===== src/rtl/demux2_pkg.sv =====
// Shared types and constants for the queued 1-to-2 stream demultiplexer.
package demux2_pkg;

  localparam int unsigned c_qdepth = 2;

  typedef logic [1:0] occ_t;

  typedef enum logic {
    SEL_OUT0 = 1'b0,
    SEL_OUT1 = 1'b1
  } sel_e;

endpackage


===== src/rtl/demux2_queue2.sv =====
// Two-entry normal queue with val/rdy on both sides; no bypass, so data is visible one cycle
// after enqueue.
module demux2_queue2
  import demux2_pkg::*;
#(
  parameter int unsigned Width = 8
) (
  input  logic             clk_i,
  input  logic             rst_i,
  input  logic             enq_val_i,
  output logic             enq_rdy_o,
  input  logic [Width-1:0] enq_msg_i,
  output logic             deq_val_o,
  input  logic             deq_rdy_i,
  output logic [Width-1:0] deq_msg_o,
  output occ_t             occ_o
);

  logic [Width-1:0] mem_q [c_qdepth];
  logic [Width-1:0] mem_d [c_qdepth];
  logic             head_q, head_d;
  logic             tail_q, tail_d;
  occ_t             occ_q, occ_d;
  logic             enq_fire;
  logic             deq_fire;

  // Ready depends only on occupancy, so a simultaneous dequeue never frees a full slot early.
  always_comb begin
    enq_rdy_o = (occ_q != occ_t'(c_qdepth));
    deq_val_o = (occ_q != '0);
    deq_msg_o = mem_q[head_q];
    occ_o     = occ_q;
    enq_fire  = enq_val_i && enq_rdy_o;
    deq_fire  = deq_val_o && deq_rdy_i;
  end

  always_comb begin
    mem_d  = mem_q;
    head_d = head_q;
    tail_d = tail_q;
    occ_d  = occ_q;
    if (enq_fire) begin
      mem_d[tail_q] = enq_msg_i;
      tail_d        = ~tail_q;
    end
    if (deq_fire) begin
      head_d = ~head_q;
    end
    unique case ({enq_fire, deq_fire})
      2'b10:   occ_d = occ_q + 2'd1;
      2'b01:   occ_d = occ_q - 2'd1;
      default: occ_d = occ_q;
    endcase
  end

  always_ff @(posedge clk_i or posedge rst_i) begin
    if (rst_i) begin
      mem_q  <= '{default: '0};
      head_q <= 1'b0;
      tail_q <= 1'b0;
      occ_q  <= '0;
    end else begin
      mem_q  <= mem_d;
      head_q <= head_d;
      tail_q <= tail_d;
      occ_q  <= occ_d;
    end
  end

endmodule


===== src/rtl/demux2_queued.sv =====
// 1-to-2 stream demultiplexer: steers each input message by in_sel into one of two
// independently flow-controlled queued outputs, and counts deliveries per output.
module demux2_queued
  import demux2_pkg::*;
#(
  parameter int unsigned p_nbits     = 8,
  parameter int unsigned p_cnt_nbits = 16
) (
  input  logic                   clk,
  input  logic                   reset,
  input  logic                   in_val,
  output logic                   in_rdy,
  input  logic [p_nbits-1:0]     in_msg,
  input  logic                   in_sel,
  output logic                   out0_val,
  input  logic                   out0_rdy,
  output logic [p_nbits-1:0]     out0_msg,
  output logic [p_cnt_nbits-1:0] out0_count,
  output logic                   out1_val,
  input  logic                   out1_rdy,
  output logic [p_nbits-1:0]     out1_msg,
  output logic [p_cnt_nbits-1:0] out1_count
);

  sel_e                   sel;
  logic                   enq_val0, enq_val1;
  logic                   enq_rdy0, enq_rdy1;
  logic                   deq_val0, deq_val1;
  occ_t                   occ0, occ1;
  logic [p_cnt_nbits-1:0] cnt0_q, cnt0_d;
  logic [p_cnt_nbits-1:0] cnt1_q, cnt1_d;
  logic                   unused_occ;

  assign unused_occ = ^{occ0, occ1};

  // in_rdy looks only at the selected queue's occupancy: no combinational path from out*_rdy.
  always_comb begin
    sel      = sel_e'(in_sel);
    in_rdy   = ~reset && ((sel == SEL_OUT1) ? enq_rdy1 : enq_rdy0);
    enq_val0 = in_val && in_rdy && (sel == SEL_OUT0);
    enq_val1 = in_val && in_rdy && (sel == SEL_OUT1);
  end

  demux2_queue2 #(
    .Width (p_nbits)
  ) u_queue0 (
    .clk_i     (clk),
    .rst_i     (reset),
    .enq_val_i (enq_val0),
    .enq_rdy_o (enq_rdy0),
    .enq_msg_i (in_msg),
    .deq_val_o (deq_val0),
    .deq_rdy_i (out0_rdy),
    .deq_msg_o (out0_msg),
    .occ_o     (occ0)
  );

  demux2_queue2 #(
    .Width (p_nbits)
  ) u_queue1 (
    .clk_i     (clk),
    .rst_i     (reset),
    .enq_val_i (enq_val1),
    .enq_rdy_o (enq_rdy1),
    .enq_msg_i (in_msg),
    .deq_val_o (deq_val1),
    .deq_rdy_i (out1_rdy),
    .deq_msg_o (out1_msg),
    .occ_o     (occ1)
  );

  always_comb begin
    out0_val   = deq_val0;
    out1_val   = deq_val1;
    out0_count = cnt0_q;
    out1_count = cnt1_q;
    cnt0_d     = cnt0_q;
    cnt1_d     = cnt1_q;
    if (deq_val0 && out0_rdy) begin
      cnt0_d = cnt0_q + p_cnt_nbits'(1);
    end
    if (deq_val1 && out1_rdy) begin
      cnt1_d = cnt1_q + p_cnt_nbits'(1);
    end
  end

  always_ff @(posedge clk or posedge reset) begin
    if (reset) begin
      cnt0_q <= '0;
      cnt1_q <= '0;
    end else begin
      cnt0_q <= cnt0_d;
      cnt1_q <= cnt1_d;
    end
  end

endmodule


===== config.mk =====
export PLATFORM = sky130hd
export DESIGN_NAME = demux2_queued
export DESIGN_NICKNAME = d
export VERILOG_FILES = /design/src/rtl/demux2_pkg.sv /design/src/rtl/demux2_queue2.sv /design/src/rtl/demux2_queued.sv
export SDC_FILE = /design/constraint.sdc
export NUM_CORES = 1
export LEC_CHECK = 0
export BUFFER_PORTS_ARGS = -buffer_cell sky130_fd_sc_hd__buf_2
export CORE_MARGIN = 4
export CORE_UTILIZATION = 59
export CTS_CLUSTER_DIAMETER = 120
export DETAILED_ROUTE_END_ITERATION = 6
export PLACE_DENSITY = 0.9
export SLEW_MARGIN = 20
export SYNTH_ARGS = -nofsm -noshare
export SYNTH_HDL_FRONTEND = slang
export SYNTH_SLANG_ARGS = --single-unit
export TNS_END_PERCENT = 1

===== constraint.sdc =====
create_clock -name clk -period 2.94 [get_ports clk]
set_input_delay 0.294 -clock clk [delete_from_list [all_inputs] [get_ports clk]]
set_output_delay 0.294 -clock clk [all_outputs]
set_load 0.02 [all_outputs]

== After elaboration in Yosys (flattened, before gate mapping) ==
Index checks and enable logic that the tools add are counted.

* Register bits after elaboration: 72
* Bits of input ports: 14
* Output and inout bits: 51

* $add $sub $neg: 6
* Magnitude comparators: 6
* Eq/ne operators: 6
* Muxes and demuxes: 15
* Bitwise operators: 10
* Reduce and logical (&&, ||, !) cells: 14

{| class="wikitable"
|+ Operators with widths
! cell !! count
|-
| 2-to-1 mux 8 bit || 8
|-
| adder 16 x 1 -> 16 bit (second input constant) || 2
|-
| bitwise mux 16 bit || 2
|-
| demux 8 bit (select 1 bit) || 2
|-
| logical AND 1 bit || 10
|-
| >= comparator 2 bit (second input constant) || 4
|-
| inverter 1 -> 2 bit || 4
|-
| one-hot mux 2 bit (2 select lines) || 2
|-
| nonzero test 2 bit || 4
|-
| inverter 1 bit || 6
|-
| adder 2 x 1 -> 2 bit (second input constant) || 2
|-
| equality test 2 x 1 -> 1 bit (second input constant) || 2
|-
| equality test 2 bit (second input constant) || 2
|-
| < comparator 2 x 1 -> 1 bit (second input constant) || 2
|-
| inequality test 2 bit (second input constant) || 2
|-
| subtractor 2 x 1 -> 2 bit (second input constant) || 2
|-
| 2-to-1 mux 1 bit || 1
|}

== Longest topological paths before layout ==
* Word-level depth: 8
* Depth in mapped cells: 7

== Cells and area by module ==
Synthesis repeated with hierarchy kept, for this count alone.

* Cell total of the unflattened synthesis: 241
* Area, all modules: 3326.9 µm²

{| class="wikitable"
|+ By module, submodules not included
! module !! instances !! cells an instance !! area an instance (µm²)
|-
| demux2_queue2 || 2 || 60 || 933.4
|-
| demux2_queued || 1 || 121 || 1460.2
|}

== Worst setup path before layout ==
Ideal clock, no wire load.

* Path type: register to register
* Start point: register u_queue0.occ_q[0] (netlist: u_queue0.occ_o[0])
* End point: register u_queue0.occ_q[1] (netlist: u_queue0.occ_o[1])
* Data arrival time: 1.553 ns
* Data required time: 2.861 ns
* Path slack: 1.308 ns
* Stages on the path, launching flop included: 7
* Buffers on the path: 0
* Clock period less this slack: 1.632 ns
* Cell sequence: dfrtp_1 -> or2_1 -> nand2_1 -> inv_2 -> ha_1 -> nor2_1 -> xor2_1

{| class="wikitable"
|+ RTL lines
! item !! line !! text
|-
| from (decl) || demux2_queue2.sv:23 || <nowiki>occ_t occ_q, occ_d;</nowiki>
|-
| from (signal assigned) || demux2_queue2.sv:61 || <nowiki>occ_q <= '0;</nowiki>
|-
| from (signal assigned) || demux2_queue2.sv:66 || <nowiki>occ_q <= occ_d;</nowiki>
|-
| nonzero test 2 bit * || demux2_queue2.sv:30 || <nowiki>deq_val_o = (occ_q != '0);</nowiki>
|-
| net out0_val || demux2_queued.sv:15 || <nowiki>output logic out0_val,</nowiki>
|-
| logical AND 1 bit * || demux2_queue2.sv:34 || <nowiki>deq_fire = deq_val_o && deq_rdy_i;</nowiki>
|-
| net u_queue0.deq_fire || demux2_queue2.sv:25 || <nowiki>logic deq_fire;</nowiki>
|-
| equality test 2 x 1 -> 1 bit or equality test 2 bit (tied branches) || demux2_queue2.sv:49 || <nowiki>unique case ({enq_fire, deq_fire})</nowiki>
|-
| one-hot mux 2 bit (2 select lines) or nonzero test 2 bit (tied branches) || n/a ||
|}

The timed path passes the listed nets; every way through them passes the cells marked *.
A chain may end at the register's enable or synchronous reset.

== Worst setup path after layout ==
* Start point: register u_queue0.head_q
* End point: output out0_msg[3]

* Longest elaborated chain between the ends: 4

{| class="wikitable"
|+ Ends and longest elaborated chain
! item !! line !! text
|-
| from (decl) || demux2_queue2.sv:21 || <nowiki>logic head_q, head_d;</nowiki>
|-
| from (signal assigned) || demux2_queue2.sv:59 || <nowiki>head_q <= 1'b0;</nowiki>
|-
| from (signal assigned) || demux2_queue2.sv:64 || <nowiki>head_q <= head_d;</nowiki>
|-
| inverter 1 -> 2 bit (not written as such) || demux2_queue2.sv:31 || <nowiki>deq_msg_o = mem_q[head_q];</nowiki>
|-
| 2-to-1 mux 8 bit (not written as such) (3 in a row) || demux2_queue2.sv:31 ||
|-
| to (decl) || demux2_queued.sv:17 || <nowiki>output logic [p_nbits-1:0] out0_msg,</nowiki>
|}

Every way passes these cells. The select of a mux whose other input is x is not followed.

==> results.cfg <==
[status]
status = finished, final reports clean

[clock_tree]
cts.path.max_buffers = 2
h-tree-depth = 3
cts_resized = 0
cts-buffers-inserted = 9
clk_pin_slew_worst_paths_ns = 0.08
insertion_delay_ns = 0.34
holdBufCountCts = 0
postCtsSetupBuffers = 0
cts_root_buf = clkbuf_8
cts.sinks = 72
cts_tree = done

[power_and_ir_drop]
total_power_mw = 4.02
leakage_nw = 1.90
power_density_nw_per_um2 = 1030
vdd_ir_drop_max_uv = 702

[critical_path]
start_kind = flop
slowest_stage = dfrtp_1
crit_arrival_ns = 1.52
r2r-start = u_queue0.occ_o[0]
critical_path_class = reg -> out
r2r_cells = 6
rrSetupSlack_ns = 1.23
path_max_fanout = 9
crit_chain = mux2_2 -> buf_2
worst_ep_required_time_ns = 2.65
critPathCaptureType = primary output
cp_slowest_stage_delay_ns = 0.62
rr_endpoint = u_queue0.occ_o[1]

[grt]
grt_max_degree = 45
grt_remaining_overflow = 0
grt_pass1_wl_um = 10100
antenna_found_initial = 0
track_usage = 0.199
grt_pass1_vias = 2145

[sta]
timing.final.crit_share = 0.616
tightest_slew_ns = 0.872
setup_viol = 0
slew_violations = 0
period_minus_slack_ns = 1.81
rsz0062_at_grt = false
fin_setup_tns_ns = 0
fin_skew_ns = 0.0102
relSlewSlack = 0.418
hold_violations = 0
fmax_ghz = 0.552

[placed_design]
portBuffers = 64
hpwl_um = 4470
globalplace.congestion = 0.786

[worst_hold_path]
hold_class = in -> async

[route]
num_vias = 2059
wl_um = 6090
drt_iter0_drc = 53
drc_errors = 0
wire_per_inst_um = 15.5
avgViaCountPerCell = 5.25
ant_nets = 0
drt_pre_antenna_iters = 4

[finish]
syn_to_final_growth_pct = 19.5
finish.net_count = 335
final_util = 0.742
num_antenna_cells = 0
post_route_cells_drive_above_1_share = 0.422

[logic_synthesis]
synth_seq_area_share = 0.554
syn-cell-area_um2 = 3250
syn_nets = 260
yosys.area.top_type_share = 0.554
yosysWarnings = 0
netlist_instances = 242
synth.area.top_cells = dfrtp_1 55%, mux2_2 11%, xnor2_1 8.1%
avgSynthCellArea_um2 = 13.4
ys_ff_latch = 72
synth_cell_types = 32
yosys.area.top_type = dfrtp_1

[floorplanning]
start_util = 0.621
io_pins = 65
dieWidth_um = 82.2
row_count = 26
die_h_um = 82.2
dieArea_um2 = 6760
coreArea_um2 = 5240

[job]
cap_violations = 0
registers in the layout (all words and copies together), names as in the netlist, 2 cells and up:
name,cells
u_queue1.mem_q,16
out1_count,16
u_queue0.occ_o,2
u_queue1.occ_o,2
out0_count,16
u_queue0.mem_q,16
worst max-delay path by stage:
| stage | endpoint | slack (ns) | from |
|---|---|---|---|
| 2_1_floorplan | out0_count[0] | 0.82 | reset |
| 3_3_place_gp | u_queue0.occ_o[1] | 1.31 | u_queue0.occ_o[0] |
| 3_5_place_dp | u_queue0.occ_o[1] | 1.25 | u_queue0.occ_o[0] |
| 4_1_cts | out0_msg[3] | 1.10 | u_queue0.head_q |
| 5_1_grt | out0_msg[3] | 1.04 | u_queue0.head_q |
| 6_report | out0_msg[3] | 1.13 | u_queue0.head_q |
kinds of logic after synthesis:
logic type,count (synthesis),share of synthesized area
buf+inv,8,0.00923
fa+ha+maj,4,0.0154
mux,48,0.175
xor+xnor,40,0.108
compound gates,3,0.00923
simple gates,67,0.129
flops,72,0.554
per-stage QoR:
step | setup slack (ns) | area (um2) | hold slack [ns] | std cells
after floorplan | 0.821 | 3250 | 0.429 | 242
after global placement | 1.31 | 3670 | 0.458 | 376
after detailed placement | 1.25 | 3670 | 0.463 | 376
after CTS | 1.10 | 3890 | 0.193 | 392
after global routing | 1.04 | 3890 | 0.218 | 392
final | 1.13 | 3890 | 0.174 | 392
worst max-delay path: cells and delay by family (launching register included):
family | cells | cell delay, ns
mux | 1 | 0.40
flops | 1 | 0.62
buf+inv | 1 | 0.16
cell usage after synthesis:
| cell | count |
|---|---|
| a21oi_1 | 1 |
| and2_1 | 1 |
| and3_1 | 3 |
| clkbuf_1 | 2 |
| dfrtp_1 | 72 |
| ha_1 | 4 |
| inv_1 | 4 |
| inv_2 | 2 |
| mux2_1 | 8 |
| mux2_2 | 32 |
| mux2_4 | 8 |
| nand2_1 | 17 |
| nand2b_1 | 1 |
| nand2b_2 | 1 |
| nand3_1 | 11 |
| nand3_4 | 1 |
| nand4_1 | 7 |
| nand4_2 | 1 |
| nand4_4 | 1 |
| nor2_1 | 12 |
| nor2_4 | 1 |
| nor2_8 | 1 |
| nor2b_1 | 2 |
| nor3_1 | 1 |
| nor3_2 | 1 |
| nor4_4 | 2 |
| o2111ai_1 | 1 |
| o21ai_4 | 1 |
| or2_1 | 2 |
| or2_2 | 1 |
| xnor2_1 | 30 |
| xor2_1 | 10 |
per-layer routing:
metal / wire length [um] / track usage
met1: 2670 / 0.255
met4: 57 / 0.0781
met3: 278 / 0.0390
met2: 3080 / 0.332
met5: 0 / 0
placed cells by master (no fill, tap or decap), types with 2 or more instances in the layout:
cell | netlist | layout
clkinvlp_4 | 0 | 3
mux2_2 | 32 | 32
nor2b_1 | 2 | 2
nand4_1 | 7 | 7
inv_2 | 2 | 3
nand3_1 | 11 | 11
clkbuf_8 | 0 | 9
mux2_1 | 8 | 8
bufinv_16 | 0 | 2
ha_1 | 4 | 4
nor2_1 | 12 | 12
buf_2 | 0 | 64
buf_4 | 0 | 2
xor2_1 | 10 | 10
or2_1 | 2 | 2
nor4_4 | 2 | 2
inv_1 | 4 | 3
mux2_4 | 8 | 8
dfrtp_1 | 72 | 72
and3_1 | 3 | 3
nand2_1 | 17 | 17
xnor2_1 | 30 | 30
final cells by class:
cell class,count,area [um2]
tap,70,87.6
fill,360,1350
inverter,6,22.5
clock inverter,7,96.3
multi-input combinational,162,1420
clock buffer,9,124
timing repair buffer,66,335
sequential,72,1800
where the power goes:
group,switching [mW],leakage (nW),internal [mW]
Clock,0.367,0.101,0.477
Combinational,0.758,0.896,0.714
Sequential,0.353,0.904,1.35
Total,1.48,1.90,2.54
No activity file was read; power rests on OpenSTA's default activity.
